===== src/rtl/fetch_sequencer.sv =====
// ============================================================================
// Module  : fetch_sequencer
// Brief   : Instruction fetch FSM issuing 16-bit halves from 32-bit memory
//           words. Define FETCH_SEQ_PREFETCH_EN to add a next-word buffer.
// Revision: 1.0
// ============================================================================
`default_nettype none

module fetch_sequencer #(
  parameter logic [15:0] RESET_PC = 16'h0000
) (
  input  logic        clk,
  input  logic        rst,
  output logic        mem_req,
  output logic [14:0] mem_addr,
  input  logic        mem_ack,
  input  logic [31:0] mem_data,
  input  logic        stall,
  input  logic        redirect,
  input  logic [15:0] redirect_pc,
  output logic [15:0] inst,
  output logic        inst_valid,
  output logic [15:0] inst_pc
);

  typedef enum logic [1:0] {
    FETCH = 2'd0,
    ISSUE = 2'd1,
    DRAIN = 2'd2
  } state_t;

  state_t      r_state, w_state_nxt;
  logic [15:0] r_pc, w_pc_nxt;
  logic [31:0] r_buf, w_buf_nxt;
  logic [14:0] r_drain_addr, w_drain_addr_nxt;
  logic [15:0] w_pc_inc;
  logic        w_issue;
  logic        w_req_raw;
  logic [14:0] w_next_word;

  assign w_pc_inc    = r_pc + 16'd1;
  assign w_next_word = r_pc[15:1] + 15'd1;
  assign w_issue     = (r_state == ISSUE);

`ifdef FETCH_SEQ_PREFETCH_EN
  logic [31:0] r_nxt, w_nxt_nxt;
  logic        r_nxt_vld, w_nxt_vld_nxt;
`endif

  // Outputs are forced to zero outside ISSUE so reset leaves inst/inst_pc at 0.
  always_comb begin
    inst_valid = w_issue;
    inst       = 16'h0000;
    inst_pc    = 16'h0000;
    if (w_issue) begin
      inst    = r_pc[0] ? r_buf[31:16] : r_buf[15:0];
      inst_pc = r_pc;
    end
  end

  always_comb begin
    w_req_raw = 1'b0;
    mem_addr  = r_pc[15:1];
    case (r_state)
      FETCH: w_req_raw = 1'b1;
      DRAIN: begin
        w_req_raw = 1'b1;
        mem_addr  = r_drain_addr;
      end
      ISSUE: begin
`ifdef FETCH_SEQ_PREFETCH_EN
        w_req_raw = ~r_nxt_vld;
        mem_addr  = w_next_word;
`endif
      end
      default: w_req_raw = 1'b0;
    endcase
  end

  // Gating with rst keeps the request low during reset and lets it rise
  // in the very first cycle reset is released.
  assign mem_req = rst & w_req_raw;

  always_comb begin
    w_state_nxt      = r_state;
    w_pc_nxt         = r_pc;
    w_buf_nxt        = r_buf;
    w_drain_addr_nxt = r_drain_addr;
`ifdef FETCH_SEQ_PREFETCH_EN
    w_nxt_nxt        = r_nxt;
    w_nxt_vld_nxt    = r_nxt_vld;
`endif
    case (r_state)
      FETCH: begin
        if (redirect) begin
          w_pc_nxt = redirect_pc;
          if (!mem_ack) begin
            w_state_nxt      = DRAIN;
            w_drain_addr_nxt = r_pc[15:1];
          end
        end else if (mem_ack) begin
          w_buf_nxt   = mem_data;
          w_state_nxt = ISSUE;
        end
      end
      ISSUE: begin
        if (redirect) begin
          w_pc_nxt    = redirect_pc;
          w_state_nxt = FETCH;
`ifdef FETCH_SEQ_PREFETCH_EN
          w_nxt_vld_nxt = 1'b0;
          if (w_req_raw && !mem_ack) begin
            w_state_nxt      = DRAIN;
            w_drain_addr_nxt = w_next_word;
          end
`endif
        end else begin
`ifdef FETCH_SEQ_PREFETCH_EN
          if (w_req_raw && mem_ack) begin
            w_nxt_nxt     = mem_data;
            w_nxt_vld_nxt = 1'b1;
          end
`endif
          if (!stall) begin
            w_pc_nxt = w_pc_inc;
            if (r_pc[0]) begin
`ifdef FETCH_SEQ_PREFETCH_EN
              // Odd half consumed: refill from the prefetched word if any.
              if (r_nxt_vld) begin
                w_buf_nxt     = r_nxt;
                w_nxt_vld_nxt = 1'b0;
              end else if (mem_ack) begin
                w_buf_nxt     = mem_data;
                w_nxt_vld_nxt = 1'b0;
              end else begin
                w_state_nxt = FETCH;
              end
`else
              w_state_nxt = FETCH;
`endif
            end
          end
        end
      end
      DRAIN: begin
        if (redirect) w_pc_nxt = redirect_pc;
        if (mem_ack) w_state_nxt = FETCH;
      end
      default: w_state_nxt = FETCH;
    endcase
  end

  always_ff @(posedge clk) begin
    if (!rst) begin
      r_state      <= FETCH;
      r_pc         <= RESET_PC;
      r_buf        <= 32'h0;
      r_drain_addr <= 15'h0;
`ifdef FETCH_SEQ_PREFETCH_EN
      r_nxt        <= 32'h0;
      r_nxt_vld    <= 1'b0;
`endif
    end else begin
      r_state      <= w_state_nxt;
      r_pc         <= w_pc_nxt;
      r_buf        <= w_buf_nxt;
      r_drain_addr <= w_drain_addr_nxt;
`ifdef FETCH_SEQ_PREFETCH_EN
      r_nxt        <= w_nxt_nxt;
      r_nxt_vld    <= w_nxt_vld_nxt;
`endif
    end
  end

endmodule

`default_nettype wire


===== config.mk =====
export PLATFORM = sky130hd
export DESIGN_NAME = fetch_sequencer
export DESIGN_NICKNAME = d
export VERILOG_FILES = /design/src/rtl/fetch_sequencer.sv
export SDC_FILE = /design/constraint.sdc
export NUM_CORES = 1
export LEC_CHECK = 0
export ABC_CLOCK_PERIOD_IN_PS = 2100
export CAP_MARGIN = 20
export CELL_PAD_IN_SITES_DETAIL_PLACEMENT = 1
export CELL_PAD_IN_SITES_GLOBAL_PLACEMENT = 1
export CORE_ASPECT_RATIO = 0.75
export CORE_MARGIN = 1
export CORE_UTILIZATION = 34
export DETAILED_ROUTE_END_ITERATION = 7
export PLACE_DENSITY = 0.92
export SYNTH_ARGS = -nofsm -noshare
export SYNTH_HDL_FRONTEND = slang
export SYNTH_SLANG_ARGS = --single-unit

===== constraint.sdc =====
create_clock -name clk -period 2.1 [get_ports clk]
set_input_delay 0.42 -clock clk [delete_from_list [all_inputs] [get_ports clk]]
set_output_delay 0.42 -clock clk [all_outputs]
set_load 0.02 [all_outputs]

==> results of run 1 <==
[power by group through the flow]
| stage | clock network [mW] | logic [mW] | registers (mW) |
|---|---|---|---|
| 3_5_place_dp | 0 | 0.572 | 1.38 |
| 6_report | 1.64 | 0.553 | 1.35 |
| 4_1_cts | 1.68 | 0.561 | 1.35 |
| 5_1_grt | 1.72 | 0.594 | 1.36 |
| 3_3_place_gp | 0 | 0.550 | 1.37 |
| 2_1_floorplan | 0 | 0.310 | 1.35 |
[registers in the layout, indices dropped and copies added, names as in the netlist]
signal        count
r_drain_addr     15
r_buf            32
r_pc             16
r_state           2
[Yosys cell counts (all sizes together), types with 2 or more instances]
cell / count
a21o: 2
a21oi: 57
a31oi: 3
a32oi: 2
and2: 18
buf: 29
clkbuf: 9
dfxtp: 65
inv: 5
mux2: 14
mux2i: 17
nand2: 107
nand2b: 4
nand3: 11
nand3b: 2
nand4: 7
nor2: 35
nor2b: 4
nor3: 6
nor4: 5
nor4b: 3
o21a: 3
o21ai: 14
o221ai: 4
o32ai: 2
or3: 2
[final timing paths]
kind                           startpoint                     end  slack (ps)  depth (start not counted)
hold / removal     r_buf[13]$_SDFFE_PN0P_  r_buf[13]$_SDFFE_PN0P_         450                          2
hold reg to reg    r_buf[13]$_SDFFE_PN0P_  r_buf[13]$_SDFFE_PN0P_         450                          2
setup / recovery  r_state[0]$_SDFFE_PN0P_              inst_pc[4]          60                          5
setup reg to reg     r_pc[0]$_SDFFE_PN0P_   r_pc[14]$_SDFFE_PN0P_         130                          6
[worst max-delay path: stages (launching register included)]
cell and delay [ps]:
dfxtp_1 400, nand2b_1 140, inv_1 140, buf_4 190, and2_1 140, clkdlybuf4s15_1 300
[repair_timing]
| item | in CTS | in global routing |
|---|---|---|
| pin swaps | 0 | 0 |
| setup endpoints to repair | 49 | 23 |
| gates resized for setup | 66 | 28 |
| setup buffers | 0 | 0 |
| hold buffers | 0 | 0 |
[metal layers]
metal / up-vias / share of wire (%)
met4: 0 / 1.9
met2: 86 / 49
met3: 19 / 4.2
met1: 1769 / 45
met5: - / 0
li1: 1726 / -
[area by class of cell]
type,count,area share [%]
clock buffer,13,5.48
clock inverter,2,1.22
inverter,5,0.381
multi-input combinational,336,39.2
sequential,65,26.4
tap,132,3.35
timing repair buffer,131,24.0
[cell families after synthesis]
logic type	after synthesis
flip-flops	65
buffers and inverters	43
AND/OR/NAND/NOR	208
AO/OA/AOI/OAI	96
multiplexers	31
adder cells (fa/ha/maj)	1
[stage by stage]
stage	instance area, sq um	TNS [ps]
after global routing	4930	0
after detailed placement	4700	-47.3
after CTS	4990	-0.256
final	4930	0
after global placement	4700	-26.2
after floorplan	3440	0
==> results by group, run 1 <==
Layout
  • Area delta synth->final: 43.1%
  • Most frequent cells in the layout: nand2_1, dfxtp_1, a21oi_1
  • Post-layout util: 50.6%
  • Multi-input logic area: 1930 sq um
  • Total Nets Final: 602
  • Post-route insts no fill: 684
  • # diodes: 0
  • Share of post-route cells with drive strength above 1: 15.9%
  • Fill cells: 1192
  • Commonest non-fill, non-tap cell in the layout: nand2_1
  • Reg area: 1300 sq um

Logic synthesis
  • Synth Warn #: 0
  • Area leader, netlist: dfxtp_1
  • Avg Cell Area, Syn: 7.76 sq um
  • Largest family of logic cells by synthesized area: simple AND/OR/NAND/NOR gates
  • Asr flop ratio synth: 0%
  • Post-synth EDFFs: 0
  • Xor/xnor share of the synthesized area: 0%
  • Syn Std Cell Area: 3440 sq um
  • Compound-Gate Fraction of Synth Area: 16.6%
  • Mux contribution to synthesized area: 9.52%
  • Ys flop type: dfxtp_1
  • Syn Inst Count: 444
  • Simple-gate area share of the yosys netlist: 29.0%
  • Sequential area share after synthesis: 37.8%
  • Top cell type's share of synthesized area: 37.8%
  • Adder-Cell Fraction of Synth Area: 0.363%
  • Post-synth cell types: 51
  • Largest cells by area after synthesis: dfxtp_1, nand2_1, a21oi_1
  • Yosys reg bits: 65
  • Syn_nets: 498

STA
  • Fin Clk Skew: 6.32 ps
  • Worst-Margin Slew: 722 ps
  • Worst slew margin: 51.9%
  • Final worst setup slack: 58.2 ps
  • Fmax achieved: 0.490 GHz
  • Fin. max-slew vios: 0
  • Final Setup Violations: 0
  • Fin crit period: 2040 ps
  • RSZ-0062 raised after global routing: no
  • Tcrit/Tclk final: 97.2%
  • Hold Slack: 450 ps
  • Fin. Hold Viols: 0

Place
  • DP Worst Slack: -38.6 ps
  • Dpl cells: 669
  • DPL Wire Length: 8.37 mm
  • Port bufs: 101
  • Placer Congestion: 0.829

Power
  • PwrDens: 720 nW/um^2
  • Flop pwr share: 38.1%
  • P_sw: 0.861 mW
  • Sw Ratio: 24.3%
  • Total power: 3.55 mW
  • Logic pwr share: 15.6%
  • Clock power frac: 46.3%
  • Pleak: 1.93 nW
  • VDD IR-drop max: 0.355 mV
  • Cell-internal power: 2.69 mW

Route
  • DR iter-0 viols: 158
  • Via count: 3600
  • Antenna viol nets, final: 0
  • WL final: 12.0 mm
  • Vias/cell: 5.26
  • DRC viols: 0
  • Drt wl/cell: 17.5 um
  • Drt pass-1 iters: 4

Global route
  • Total GRT Usage: 22.9%
  • Grt peak-use layer: met2
  • Initial antenna violation count: 0
  • Pin count of the biggest net entering global routing: 64
  • Grt ovf: 0
  • First-pass GRT wire length: 18.6 mm
  • Met2 usage: 41.1%
  • Met1 Use GR: 27.8%
  • Met3 global-route usage: 4.08%
  • Vias in the first global route: 3735

Clock tree
  • Clk root buf: clkbuf_16
  • Cts bufs inserted: 9
  • Clock buffer depth: 2
  • Htree depth: 3
  • CTS tree: built
  • CTS clock-pin slew for the worst setup and hold paths: 50 ps
  • CTS Sinks: 65
  • Worst-skew pair later-pin latency: 330 ps

Floorplanning
  • Die X: 118 um
  • I/O pin cnt: 102
  • Initial Util: 35.4%
  • Die Y: 89.2 um
  • Row count: 31
  • Die area: 10500 sq um
  • Core box area: 9740 sq um

Critical path
  • Startpoint Class: flip-flop
  • WS Path Type: flip-flop to primary output
  • Worst Setup End Kind: primary output
  • Required time of the critical path: 1680 ps
  • Critical-path maximum fanout: 10
  • CP arrival: 1620 ps

Worst hold path
  • HP Class: flip-flop to flip-flop

Run
  • Max Cap Violations: 0

Run status
  • Outcome: completed
Note: power is estimated with default switching activity, not from simulation.
==> inputs of run 2 (changes only) <==
--- a/config.mk
+++ b/config.mk
@@ -14,6 +14,7 @@
 export CORE_UTILIZATION = 34
 export DETAILED_ROUTE_END_ITERATION = 7
 export PLACE_DENSITY = 0.92
+export SLEW_MARGIN = 20
 export SYNTH_ARGS = -nofsm -noshare
 export SYNTH_HDL_FRONTEND = slang
 export SYNTH_SLANG_ARGS = --single-unit
==> results of run 2 <==
Final layout, timing and power as in run 1 (identical DEF).
==> inputs of run 3 (changes only) <==
--- a/config.mk
+++ b/config.mk
@@ -12,6 +12,7 @@
 export CORE_ASPECT_RATIO = 0.75
 export CORE_MARGIN = 1
 export CORE_UTILIZATION = 34
+export CTS_CLUSTER_DIAMETER = 40
 export DETAILED_ROUTE_END_ITERATION = 7
 export PLACE_DENSITY = 0.92
 export SLEW_MARGIN = 20
==> results of run 3 <==
Final layout, timing and power as in run 1 (identical DEF).
